File: config.mk
export PLATFORM = sky130hd
export DESIGN_NAME = mem_burst_master
export DESIGN_NICKNAME = d
export VERILOG_FILES = /design/src/rtl/mem_pkg.sv /design/src/rtl/mem_rd_stage.sv /design/src/rtl/mem_burst_master.sv
export SDC_FILE = /design/constraint.sdc
export NUM_CORES = 1
export LEC_CHECK = 0
export CORE_AREA = 3 3 102 104
export CTS_CLUSTER_DIAMETER = 100
export DETAILED_ROUTE_END_ITERATION = 10
export DIE_AREA = 0 0 105 107
export PLACE_DENSITY_LB_ADDON = 0.15
export SYNTH_ARGS = -nofsm -noshare
export SYNTH_HDL_FRONTEND = slang
export SYNTH_SLANG_ARGS = --single-unit
File: constraint.sdc
create_clock -name clk -period 6.6 [get_ports clk]
set_clock_uncertainty 0.05 [all_clocks]
set_input_delay 0.99 -clock clk [delete_from_list [all_inputs] [get_ports clk]]
set_output_delay 0.99 -clock clk [all_outputs]
set_load 0.03 [all_outputs]
File: src/rtl/mem_pkg.sv
// Shared types and constants for the burst master and its read stage.
package mem_pkg;

    typedef enum logic [1:0] {
        IDLE  = 2'd0,
        WRITE = 2'd1,
        READ  = 2'd2,
        DONE  = 2'd3
    } state_t;

    // Cycles from mem_addr to valid mem_q; the read stage is built for exactly one.
    localparam int RD_LATENCY = 1;

endpackage

File: src/rtl/mem_rd_stage.sv
// Read issue/deliver pipeline: issues RAM addresses one cycle ahead of delivery
// and re-presents the pending address while the consumer stalls.
module mem_rd_stage
    import mem_pkg::*;
#(
    parameter int DATA_WIDTH = 16,
    parameter int ADDR_WIDTH = 14
) (
    input  logic                  clk,
    input  logic                  rst_n,
    input  logic                  load,
    input  logic                  active,
    input  logic [ADDR_WIDTH-1:0] start_addr,
    input  logic [ADDR_WIDTH:0]   len,
    input  logic                  rd_ready,
    input  logic [DATA_WIDTH-1:0] mem_q,
    output logic                  rd_valid,
    output logic [DATA_WIDTH-1:0] rd_data,
    output logic [ADDR_WIDTH-1:0] rd_addr,
    output logic                  last
);

    localparam logic [ADDR_WIDTH-1:0] A_ONE = 1;
    localparam logic [ADDR_WIDTH:0]   C_ONE = 1;

    if (RD_LATENCY != 1) begin : g_lat_check
        $error("mem_rd_stage supports a RAM read latency of 1 only");
    end

    logic [ADDR_WIDTH-1:0] issue_addr, pend_addr;
    logic [ADDR_WIDTH:0]   issue_cnt, deliver_cnt;
    logic                  pending;
    logic                  stall, issue, hs;

    assign stall    = pending & ~rd_ready;
    assign issue    = active & (issue_cnt != '0) & ~stall;
    assign hs       = active & pending & rd_ready;
    assign rd_valid = active & pending;
    assign rd_data  = mem_q;
    assign rd_addr  = stall ? pend_addr : issue_addr;
    assign last     = hs & (deliver_cnt == C_ONE);

    always_ff @(posedge clk or negedge rst_n) begin
        if (!rst_n) begin
            issue_addr  <= '0;
            pend_addr   <= '0;
            issue_cnt   <= '0;
            deliver_cnt <= '0;
            pending     <= 1'b0;
        end else if (load) begin
            issue_addr  <= start_addr;
            issue_cnt   <= len;
            deliver_cnt <= len;
            pending     <= 1'b0;
        end else begin
            if (issue) begin
                pending    <= 1'b1;
                pend_addr  <= issue_addr;
                issue_addr <= issue_addr + A_ONE;
                issue_cnt  <= issue_cnt - C_ONE;
            end else if (hs) begin
                pending <= 1'b0;
            end
            if (hs)
                deliver_cnt <= deliver_cnt - C_ONE;
        end
    end

endmodule

File: src/rtl/mem_burst_master.sv
// Burst initiator for a single-port synchronous RAM: command FSM and write path,
// with reads delegated to mem_rd_stage.
module mem_burst_master
    import mem_pkg::*;
#(
    parameter int DATA_WIDTH = 16,
    parameter int ADDR_WIDTH = 14
) (
    input  logic                  clk,
    input  logic                  rst_n,
    input  logic                  cmd_valid,
    output logic                  cmd_ready,
    input  logic                  cmd_write,
    input  logic [ADDR_WIDTH-1:0] cmd_addr,
    input  logic [ADDR_WIDTH:0]   cmd_len,
    input  logic [DATA_WIDTH-1:0] wr_data,
    input  logic                  wr_valid,
    output logic                  wr_ready,
    output logic [DATA_WIDTH-1:0] rd_data,
    output logic                  rd_valid,
    input  logic                  rd_ready,
    output logic [ADDR_WIDTH-1:0] mem_addr,
    output logic [DATA_WIDTH-1:0] mem_data,
    output logic                  mem_we,
    input  logic [DATA_WIDTH-1:0] mem_q,
    output logic                  busy,
    output logic                  done
);

    localparam logic [ADDR_WIDTH-1:0] A_ONE = 1;
    localparam logic [ADDR_WIDTH:0]   C_ONE = 1;

    state_t                state, next_state;
    logic [ADDR_WIDTH-1:0] addr, rd_addr;
    logic [ADDR_WIDTH:0]   cnt;
    logic                  accept, wr_hs, rd_last, rd_vld;

    assign accept   = cmd_valid & (state == IDLE);
    assign wr_hs    = (state == WRITE) & wr_valid;
    assign mem_data = wr_data;

    mem_rd_stage #(
        .DATA_WIDTH(DATA_WIDTH),
        .ADDR_WIDTH(ADDR_WIDTH)
    ) u_rd (
        .clk       (clk),
        .rst_n     (rst_n),
        .load      (accept),
        .active    (state == READ),
        .start_addr(cmd_addr),
        .len       (cmd_len),
        .rd_ready  (rd_ready),
        .mem_q     (mem_q),
        .rd_valid  (rd_vld),
        .rd_data   (rd_data),
        .rd_addr   (rd_addr),
        .last      (rd_last)
    );

    always_ff @(posedge clk or negedge rst_n) begin
        if (!rst_n) state <= IDLE;
        else        state <= next_state;
    end

    always_comb begin
        next_state = state;
        case (state)
            IDLE: if (cmd_valid) begin
                if (cmd_len == '0)  next_state = DONE;
                else if (cmd_write) next_state = WRITE;
                else                next_state = READ;
            end
            WRITE: if (wr_valid && cnt == C_ONE) next_state = DONE;
            READ:  if (rd_last) next_state = DONE;
            DONE:  next_state = IDLE;
            default: next_state = IDLE;
        endcase
    end

    always_comb begin
        cmd_ready = (state == IDLE);
        busy      = (state != IDLE);
        done      = (state == DONE);
        wr_ready  = (state == WRITE);
        mem_we    = wr_hs;
        rd_valid  = rd_vld;
        mem_addr  = (state == READ) ? rd_addr : addr;
    end

    // Write-path address/count; the read stage keeps its own copies.
    always_ff @(posedge clk or negedge rst_n) begin
        if (!rst_n) begin
            addr <= '0;
            cnt  <= '0;
        end else if (accept) begin
            addr <= cmd_addr;
            cnt  <= cmd_len;
        end else if (wr_hs) begin
            addr <= addr + A_ONE;
            cnt  <= cnt - C_ONE;
        end
    end

endmodule

==> results of run 1 <==
==> flip-flops by register name, summed over array words and instances, names as in the netlist <==
register,flops
addr,14
cnt,15
state,2
u_rd.deliver_cnt,15
u_rd.issue_addr,14
u_rd.issue_cnt,15
u_rd.pend_addr,14
u_rd.pending,1
==> worst max-delay path by stage <==
stage / startpoint / to / slack, ns / depth (start not counted)
2_1_floorplan: rd_ready / mem_addr[4] / 3.36 / 5
3_3_place_gp: rd_ready / mem_addr[0] / 2.29 / 5
3_5_place_dp: rd_ready / mem_addr[0] / 2.23 / 5
4_1_cts: rd_ready / mem_addr[0] / 2.22 / 5
5_1_grt: rd_ready / mem_addr[0] / 2.02 / 5
6_report: rd_ready / mem_addr[0] / 2.24 / 5
==> synth_stat cells, types with 3 or more instances <==
| cell | number |
|---|---|
| sky130_fd_sc_hd__dfrtp_1 | 90 |
| sky130_fd_sc_hd__a21oi_1 | 63 |
| sky130_fd_sc_hd__nor2_1 | 60 |
| sky130_fd_sc_hd__nand2_1 | 55 |
| sky130_fd_sc_hd__xnor2_1 | 33 |
| sky130_fd_sc_hd__buf_4 | 32 |
| sky130_fd_sc_hd__xor2_1 | 26 |
| sky130_fd_sc_hd__a31oi_1 | 22 |
| sky130_fd_sc_hd__clkbuf_1 | 18 |
| sky130_fd_sc_hd__nand4_1 | 14 |
| sky130_fd_sc_hd__nand3_1 | 13 |
| sky130_fd_sc_hd__nor3_1 | 13 |
| sky130_fd_sc_hd__ha_1 | 12 |
| sky130_fd_sc_hd__inv_1 | 12 |
| sky130_fd_sc_hd__nor4_1 | 10 |
| sky130_fd_sc_hd__a211oi_1 | 9 |
| sky130_fd_sc_hd__mux2_4 | 9 |
| sky130_fd_sc_hd__or4_1 | 9 |
| sky130_fd_sc_hd__o21ai_0 | 7 |
| sky130_fd_sc_hd__or3_1 | 6 |
| sky130_fd_sc_hd__and3_1 | 5 |
| sky130_fd_sc_hd__mux2_2 | 5 |
| sky130_fd_sc_hd__a2111oi_0 | 4 |
| sky130_fd_sc_hd__o31ai_1 | 4 |
| sky130_fd_sc_hd__buf_1 | 3 |
| sky130_fd_sc_hd__mux2i_1 | 3 |
| sky130_fd_sc_hd__nand2b_1 | 3 |
| sky130_fd_sc_hd__o211ai_1 | 3 |
| sky130_fd_sc_hd__or2_2 | 3 |
==> per-stage QoR <==
stage	util	cells	power, mW
2_1_floorplan	-	569	2.09
3_3_place_gp	0.584	705	2.44
3_5_place_dp	0.584	705	2.49
4_1_cts	0.607	721	2.92
5_1_grt	0.607	721	3.13
6_report	0.607	721	2.91
==> worst max-delay path: cells and delay by family <==
family | cells | cell delay (ns)
buffers and inverters | 2 | 1.14
AND/OR/NAND/NOR | 2 | 0.96
AO/OA/AOI/OAI | 1 | 0.22
==> power breakdown <==
part	total (mW)	internal, mW	switching [mW]
registers	1.13	0.833	0.295
logic	1.35	0.615	0.736
clock network	0.430	0.225	0.205
==> per-layer routing <==
metal / track usage / routed length (µm)
met2: 0.388 / 6150
met4: 0.0778 / 223
met5: 0 / 0
met3: 0.0452 / 666
met1: 0.304 / 5420
==> cell type report <==
type                       count  share of cell area
tap                          133              0.0284
clock inverter                 6              0.0150
sequential                    90               0.385
timing repair buffer          59              0.0984
clock buffer                  10              0.0235
multi-input combinational    410               0.442
inverter                      13             0.00834
==> logic make-up (layout without fill, tap and decap cells) <==
kind of cell             count (synthesis)  after routing  share of synthesized area
adder cells (fa/ha/maj)                 12             12                     0.0287
XOR/XNOR                                59             59                     0.0989
flip-flops                              90             90                      0.431
buffers and inverters                   69             88                     0.0745
AND/OR/NAND/NOR                        203            203                      0.188
AO/OA/AOI/OAI                          119            119                      0.136
multiplexers                            17             17                     0.0424
==> implementation parameters, run 1 <==
Parameter                              Value

Global routing
  Number of global-route vias before repair    a little over 4000
  Global-route wire length before repair    just over 20000 µm
  Antenna violations before repair    0
  GR Util All Layers    0.232
  Maximum number of pins on one net before global-route repair    between 70 and 80
  Total global routing overflow    0

Setup path
  Cell-by-cell listing of the critical path    clkdlybuf4s50_1 -> nor2b_1 -> nand2_1 -> a31oi_1 -> clkdlybuf4s50_1
  R2R setup slack    3.53 ns
  Capturing element type of the critical path    output port
  Count of cells along the worst register-to-register path    7
  Kind of start point of the critical path    input pin
  Worst-path fanout max    14
  CP Data Arrival Time    between 3 and 4 ns
  Origin of the critical flop-to-flop path    u_rd.issue_cnt[0]
  Required time at the endpoint of the critical path    5.56 ns
  Cell with the largest stage delay on the worst path    sky130_fd_sc_hd__nor2b_1
  Setup CP Type    input pin to output port
  Endpoint of the worst-slack reg-to-reg timing path    u_rd.pend_addr[3]
  Critical Path Most Common Cell    sky130_fd_sc_hd__clkdlybuf4s50_1
  Critical Path Max Stage Delay    roughly 0.84 ns

Timing
  Total Negative Setup Slacks    0 ns
  # setup viols final    0
  Highest clock rate    about 230 MHz
  RSZ-0062 raised after global routing    no
  Number of max-slew violations in the final report    0
  Worst hold slack across all endpoints    between 0.4 and 0.5 ns
  Fraction of the cycle the final worst path needs    0.661
  Least-Margin Pin Slew    1.07 ns
  Clock period minus worst slack    between 4 and 5 ns
  Worst slew slack as a fraction of its limit    0.285
  Final setup margin    2.24 ns
  Hold Fails Final Rpt    0

Route
  Average wire per standard cell    ~17 µm
  Number of DRC markers after the initial detailed-route iteration    ~210
  Vias per cell    roughly 5.7
  Drc violations    0
  Vias    roughly 4100
  Overall routed net length    12500 µm
  First-pass DRT Iterations    4
  Remaining number of nets flagged by the antenna check after routing    0

Layout
  Antenna cells    0
  Post-route cell area    roughly 6000 µm²
  Growth of design area from synthesis to finish    12.1%
  Commonest non-fill, non-tap cell in the layout    sky130_fd_sc_hd__dfrtp_1
  Layout cell share with drive strength beyond 1    0.0748
  Sequential cell area in the final layout    approximately 2300 µm²
  Area of the multi-input gates    approximately 2600 µm²
  Most frequent cells in the layout    sky130_fd_sc_hd__dfrtp_1 (90), sky130_fd_sc_hd__a21oi_1 (63), sky130_fd_sc_hd__nor2_1 (60), sky130_fd_sc_hd__nand2_1 (54), sky130_fd_sc_hd__clkdlybuf4s50_1 (53)
  Filler Cell Count    904
  NumNets Final    662

Floorplan
  Top-level port count    119
  Die Width    approximately 110 µm
  Starting density of the core    0.542
  Vertical die dimension    approximately 110 µm
  Std-Cell Core Area    around 9600 µm²
  DIE AREA    about 11000 µm²
  Row cnt    36

Yosys
  Count of warnings emitted by yosys    0
  Leading area contributor after synthesis    sky130_fd_sc_hd__dfrtp_1
  Post-synthesis sequential element count    90
  EDFF count, synth    0
  Post-synthesis cell area    between 5000 and 6000 µm²
  Async set or reset register ratio after synthesis    1.00
  Unique masters post-synth    48
  Mean Syn Cell Area    9.18 µm²
  Post-synthesis sequential area ratio    0.431
  Ys flop type    sky130_fd_sc_hd__dfrtp_1
  Cells after synthesis    569
  Post-synthesis net count    648
  Proportion of netlist area held by the largest area contributor    0.431
  Dominant cells by area after synthesis    sky130_fd_sc_hd__dfrtp_1 (43%), sky130_fd_sc_hd__a21oi_1 (6.0%), sky130_fd_sc_hd__xnor2_1 (5.5%)

CTS
  Post-CTS setup buffer count    0
  H-tree Lvls    3
  Total number of clock tree sinks    90
  CTS clk-pin slew, worst paths    about 0.090 ns
  Clock buffers created by TritonCTS    9
  CTS tree    done
  Clk_lat worst skew    about 0.37 ns
  Longest Clk Path Bufs    2
  CTS root buf    sky130_fd_sc_hd__clkbuf_8
  CTS Hold Buffers Added    0
  CTS-repair resized insts    0

Place
  I/O Buffers    between 50 and 60
  Worst setup timing slack at the placement stage    roughly 2.2 ns
  Routability cong.    0.853
  Area of placed instances    5630 µm²
  Sum of net half-perimeters after detailed placement    ~8900 µm

Power and ir drop
  Power per cell area    between 400 and 500 nW/µm²
  Leakage    2.21 nW
  VDD IR max    between 0.0002 and 0.00025 V

Run status
  Result of the run    completed

Flow run
  Max Cap Violations    0

Hold path
  Path type of the worst min-delay path    input pin to async pin
Note: power is estimated with default switching activity, not from simulation.
==> run 2, diff against run 1 <==
--- a/config.mk
+++ b/config.mk
@@ -5,10 +5,10 @@
 export SDC_FILE = /design/constraint.sdc
 export NUM_CORES = 1
 export LEC_CHECK = 0
-export CORE_AREA = 3 3 102 104
+export CORE_AREA = 3 3 106 108
 export CTS_CLUSTER_DIAMETER = 100
 export DETAILED_ROUTE_END_ITERATION = 10
-export DIE_AREA = 0 0 105 107
+export DIE_AREA = 0 0 109 111
 export PLACE_DENSITY_LB_ADDON = 0.15
 export SYNTH_ARGS = -nofsm -noshare
 export SYNTH_HDL_FRONTEND = slang
==> constraint.sdc (replaced) <==
create_clock -name clk -period 4.2 [get_ports clk]
set_clock_uncertainty 0.05 [all_clocks]
set_input_delay 0.63 -clock clk [delete_from_list [all_inputs] [get_ports clk]]
set_output_delay 0.63 -clock clk [all_outputs]
set_load 0.03 [all_outputs]
==> implementation parameters, run 2 (synthesis gave the netlist of run 1 again) <==
Parameter                              Value

Layout
  Post-route cell area    between 5000 and 6000 µm²
  Biggest registers after layout    cnt: 15 flops, u_rd.deliver_cnt: 15 flops, u_rd.issue_cnt: 15 flops
  Commonest non-fill, non-tap cell in the layout    sky130_fd_sc_hd__dfrtp_1
  NumNets Final    ~670
  Antenna cells    0
  Growth of design area from synthesis to finish    12.8%
  Layout cell share with drive strength beyond 1    0.0778
  Most frequent cells in the layout    sky130_fd_sc_hd__dfrtp_1 (90), sky130_fd_sc_hd__a21oi_1 (63), sky130_fd_sc_hd__nor2_1 (60), sky130_fd_sc_hd__nand2_1 (54), sky130_fd_sc_hd__clkdlybuf4s50_1 (53)

Floorplan
  Top-level port count    between 100 and 150
  Std-Cell Core Area    roughly 10000 µm²
  Die Width    109 µm
  DIE AREA    about 12000 µm²
  Row cnt    37
  Vertical die dimension    around 110 µm
  Starting density of the core    0.506

Place
  Sum of net half-perimeters after detailed placement    roughly 9500 µm
  I/O Buffers    54
  Routability cong.    about 0.80
  Area of placed instances    5670 µm²
  Worst setup timing slack at the placement stage    1.05 ns

Timing
  Highest clock rate    roughly 320 MHz
  # setup viols final    0
  RSZ-0062 raised after global routing    no
  Fraction of the cycle the final worst path needs    0.752
  Final setup margin    ~1.0 ns
  Worst slew slack as a fraction of its limit    0.391
  Total Negative Setup Slacks    0 ns
  Least-Margin Pin Slew    around 0.91 ns
  Hold Fails Final Rpt    0
  Number of max-slew violations in the final report    0
  Worst hold slack across all endpoints    0.261 ns
  Clock period minus worst slack    3.16 ns

CTS
  Clk_lat worst skew    ~0.36 ns
  CTS root buf    sky130_fd_sc_hd__clkbuf_8
  CTS tree    done
  CTS Hold Buffers Added    0
  H-tree Lvls    3
  CTS-repair resized insts    0
  Longest Clk Path Bufs    2
  CTS clk-pin slew, worst paths    0.09 ns
  Clock buffers created by TritonCTS    9
  Post-CTS setup buffer count    0
  Total number of clock tree sinks    90

Setup path
  Worst-path fanout max    17
  Required time at the endpoint of the critical path    3.52 ns
  Kind of start point of the critical path    input pin
  Capturing element type of the critical path    output port
  CP Data Arrival Time    roughly 2.5 ns
  Setup CP Type    input pin to output port

Global routing
  Antenna violations before repair    0
  GR Util All Layers    0.223
  Global-route wire length before repair    21400 µm
  Maximum number of pins on one net before global-route repair    58
  Number of global-route vias before repair    4172
  Total global routing overflow    0

Route
  Overall routed net length    between 10000 and 15000 µm
  Vias    4229
  Remaining number of nets flagged by the antenna check after routing    0
  Drc violations    0
  Number of DRC markers after the initial detailed-route iteration    about 180
  First-pass DRT Iterations    5
  Average wire per standard cell    roughly 18 µm
  Vias per cell    a little under 6

Flow run
  Max Cap Violations    0

Power and ir drop
  VDD IR max    0.000347 V
  Leakage    between 2 and 2.5 nW
  Power per cell area    a little under 800 nW/µm²

Hold path
  Path type of the worst min-delay path    input pin to async pin

Run status
  Result of the run    completed
==> run 2: cell types whose count changed in the layout (fill, tap and decap cells not counted), sizes merged <==
cell,before,now
buf,6,9
clkinv,3,1
clkbuf,10,11
clkinvlp,0,1
==> run 2: cell type report <==
class                      instances  area [µm²]
clock buffer                      11         141
clock inverter                     5        85.1
fill                             907        4430
inverter                          13        48.8
multi-input combinational        410        2580
sequential                        90        2250
tap                              136         170
timing repair buffer              62         611
==> run 2: metal layers <==
metal / vias up / GRT usage / wire length (µm)
li1: 2013 / - / -
met1: 2065 / 0.314 / 5870
met2: 125 / 0.347 / 6180
met3: 26 / 0.0373 / 681
met4: 0 / 0.0732 / 244
met5: - / 0 / 0
==> run 2: worst max-delay path, stage by stage <==
cell	delay, ns
sky130_fd_sc_hd__clkdlybuf4s50_1	0.51
sky130_fd_sc_hd__nand2b_1	0.12
sky130_fd_sc_hd__buf_4	0.23
sky130_fd_sc_hd__nand2_1	0.08
sky130_fd_sc_hd__a31oi_1	0.21
sky130_fd_sc_hd__clkdlybuf4s50_1	0.70
==> run 2: final timing paths <==
path | cells past startpoint | endpoint | slack [ns] | startpoint
max in group asynchronous | 2 | u_rd.deliver_cnt[6] | 2.93 | rst_n
min | 1 | addr[13] | 0.26 | rst_n
max reg2reg | 8 | u_rd.pend_addr[2] | 1.14 | u_rd.issue_cnt[0]
min reg2reg | 1 | u_rd.pend_addr[6] | 0.47 | u_rd.pend_addr[6]
min in group clk | 1 | u_rd.pend_addr[6] | 0.47 | u_rd.pend_addr[6]
max | 6 | mem_addr[4] | 1.04 | rd_ready
==> run 2: where the power goes <==
group | internal (mW) | switching, mW | total, mW
clock network | 0.356 | 0.324 | 0.680
registers | 1.31 | 0.483 | 1.79
logic | 0.979 | 1.16 | 2.14
==> run 2: metrics by stage <==
stage | utilization | instances | total power, mW
floorplan | - | 569 | 3.28
global placement | 0.549 | 711 | 3.87
detailed placement | 0.549 | 711 | 3.94
CTS | 0.571 | 727 | 4.62
global route | 0.571 | 727 | 4.95
finish | 0.571 | 727 | 4.61
==> run 3, diff against run 2 <==
--- a/config.mk
+++ b/config.mk
@@ -5,10 +5,10 @@
 export SDC_FILE = /design/constraint.sdc
 export NUM_CORES = 1
 export LEC_CHECK = 0
-export CORE_AREA = 3 3 106 108
+export CORE_AREA = 3 3 111 113
 export CTS_CLUSTER_DIAMETER = 100
 export DETAILED_ROUTE_END_ITERATION = 10
-export DIE_AREA = 0 0 109 111
+export DIE_AREA = 0 0 114 116
 export PLACE_DENSITY_LB_ADDON = 0.15
 export SYNTH_ARGS = -nofsm -noshare
 export SYNTH_HDL_FRONTEND = slang
==> constraint.sdc (replaced) <==
create_clock -name clk -period 2.5 [get_ports clk]
set_clock_uncertainty 0.05 [all_clocks]
set_input_delay 0.375 -clock clk [delete_from_list [all_inputs] [get_ports clk]]
set_output_delay 0.375 -clock clk [all_outputs]
set_load 0.03 [all_outputs]
==> implementation parameters, run 3 (synthesis gave the netlist of run 1 again) <==
Parameter                              Value

Timing
  Hold Fails Final Rpt    0
  Worst slew slack as a fraction of its limit    0.596
  Fraction of the cycle the final worst path needs    0.931
  # setup viols final    0
  RSZ-0062 raised after global routing    no
  Highest clock rate    roughly 430 MHz
  Clock period minus worst slack    approximately 2.3 ns
  Number of max-slew violations in the final report    0
  Least-Margin Pin Slew    0.607 ns
  Total Negative Setup Slacks    0 ns

Setup path
  Worst-path fanout max    28
  Count of cells along the worst register-to-register path    5
  Capturing element type of the critical path    output port
  Required time at the endpoint of the critical path    2.08 ns
  Setup CP Type    flip-flop to output port
  Kind of start point of the critical path    flip-flop
  CP Data Arrival Time    around 1.9 ns

Layout
  Antenna cells    0
  NumNets Final    around 700
  Growth of design area from synthesis to finish    17.4%
  Commonest non-fill, non-tap cell in the layout    sky130_fd_sc_hd__dfrtp_1
  Most frequent cells in the layout    sky130_fd_sc_hd__dfrtp_1 (90), sky130_fd_sc_hd__a21oi_1 (63), sky130_fd_sc_hd__nor2_1 (60), sky130_fd_sc_hd__nand2_1 (54), sky130_fd_sc_hd__buf_4 (42)
  Post-Route Utilization    0.537
  Biggest registers after layout    cnt: 15 flops, u_rd.deliver_cnt: 15 flops, u_rd.issue_cnt: 15 flops
  Layout cell share with drive strength beyond 1    0.135

Floorplan
  Die Width    114 µm
  Std-Cell Core Area    11400 µm²
  Top-level port count    between 100 and 150
  Starting density of the core    0.457
  DIE AREA    13200 µm²
  Vertical die dimension    between 100 and 150 µm
  Row cnt    39

Hold path
  Cell depth of the worst hold path    1
  Path type of the worst min-delay path    flip-flop to flip-flop

CTS
  Post-CTS setup buffer count    0
  H-tree Lvls    3
  CTS tree    done
  CTS clk-pin slew, worst paths    approximately 0.06 ns
  Total number of clock tree sinks    90
  Clock buffers created by TritonCTS    9
  CTS root buf    sky130_fd_sc_hd__clkbuf_16
  Clk_lat worst skew    0.35 ns
  Longest Clk Path Bufs    2

Global routing
  Global-route wire length before repair    20700 µm
  GR Util All Layers    0.200
  Number of global-route vias before repair    between 4000 and 5000
  Maximum number of pins on one net before global-route repair    between 40 and 50
  Antenna violations before repair    0
  Total global routing overflow    0

Route
  Average wire per standard cell    17.0 µm
  Overall routed net length    12800 µm
  Number of DRC markers after the initial detailed-route iteration    approximately 190
  Vias    roughly 4200
  First-pass DRT Iterations    4
  Vias per cell    roughly 5.6
  Drc violations    0
  Remaining number of nets flagged by the antenna check after routing    0

Power and ir drop
  Power consumption    7.95 mW
  Leakage    between 2 and 2.5 nW
  Power per cell area    between 1000 and 1500 nW/µm²
  VDD IR max    between 0.0008 and 0.0009 V

Flow run
  Max Cap Violations    0

Place
  Routability cong.    around 0.86
  Sum of net half-perimeters after detailed placement    about 9500 µm
  I/O Buffers    54

Run status
  Result of the run    completed
-- run 3: cell types whose count changed in the layout (fill, tap and decap cells not counted), moves of 2 or more --
cell                              change
sky130_fd_sc_hd__buf_4               +34
sky130_fd_sc_hd__clkbuf_8             -7
sky130_fd_sc_hd__bufinv_16            -2
sky130_fd_sc_hd__clkdlybuf4s50_1     -16
sky130_fd_sc_hd__clkinvlp_4           +2
sky130_fd_sc_hd__inv_6                -2
sky130_fd_sc_hd__clkbuf_16            +9
-- run 3: per-stage QoR --
step	instances	worst slack (ns)	cell area, µm²	hold slack, ns
finish	756	0.173	6130	0.458
global route	756	0.0318	6130	0.473
CTS	756	0.0123	6110	0.461
detailed placement	739	-0.0969	5810	0.369
global placement	739	-0.0426	5810	0.368
floorplan	569	0.0568	5230	0.0294
-- run 3: metal layers --
| layer | GRT usage | share of wire | up-vias |
|---|---|---|---|
| li1 | - | - | 2058 |
| met1 | 0.250 | 0.43 | 2008 |
| met2 | 0.336 | 0.50 | 104 |
| met3 | 0.0470 | 0.055 | 26 |
| met4 | 0.0816 | 0.019 | 0 |
| met5 | 0 | 0 | - |
-- run 3: repair_timing --
action | CTS | global route
endpoints found under the setup margin | 0 | 30
gates resized for setup | 0 | 5
hold buffers | 1 | 0
endpoints found under the hold margin | 16 | 0
-- run 3: final cells by class --
cell class | instances | area (µm²)
tap | 143 | 179
inverter | 13 | 48.8
clock buffer | 13 | 270
timing repair buffer | 84 | 763
sequential | 90 | 2250
multi-input combinational | 410 | 2600
clock inverter | 3 | 22.5
fill | 1077 | 5290
-- run 3: report_power, final --
group / switching (mW) / total, mW / internal, mW
clock network: 0.564 / 1.32 / 0.755
registers: 0.779 / 2.98 / 2.20
logic: 1.98 / 3.64 / 1.67
-- run 3: worst paths after layout --
| kind | from | end | slack, ns |
|---|---|---|---|
| max | state[0] | mem_addr[8] | 0.17 |
| min | u_rd.pend_addr[7] | u_rd.pend_addr[7] | 0.46 |
| max reg2reg | u_rd.deliver_cnt[5] | state[0] | 0.19 |
| min reg2reg | u_rd.pend_addr[7] | u_rd.pend_addr[7] | 0.46 |
| max in group asynchronous | rst_n | u_rd.deliver_cnt[11] | 1.21 |
| min in group asynchronous | rst_n | addr[3] | 0.52 |
-- run 3: critical path, cell delays in order, from the launching register on --
cell	delay, ns
sky130_fd_sc_hd__dfrtp_1	0.41
sky130_fd_sc_hd__inv_1	0.14
sky130_fd_sc_hd__ha_1	0.18
sky130_fd_sc_hd__buf_4	0.15
sky130_fd_sc_hd__buf_8	0.20
sky130_fd_sc_hd__nor2_1	0.07
sky130_fd_sc_hd__a31oi_1	0.19
sky130_fd_sc_hd__buf_4	0.20
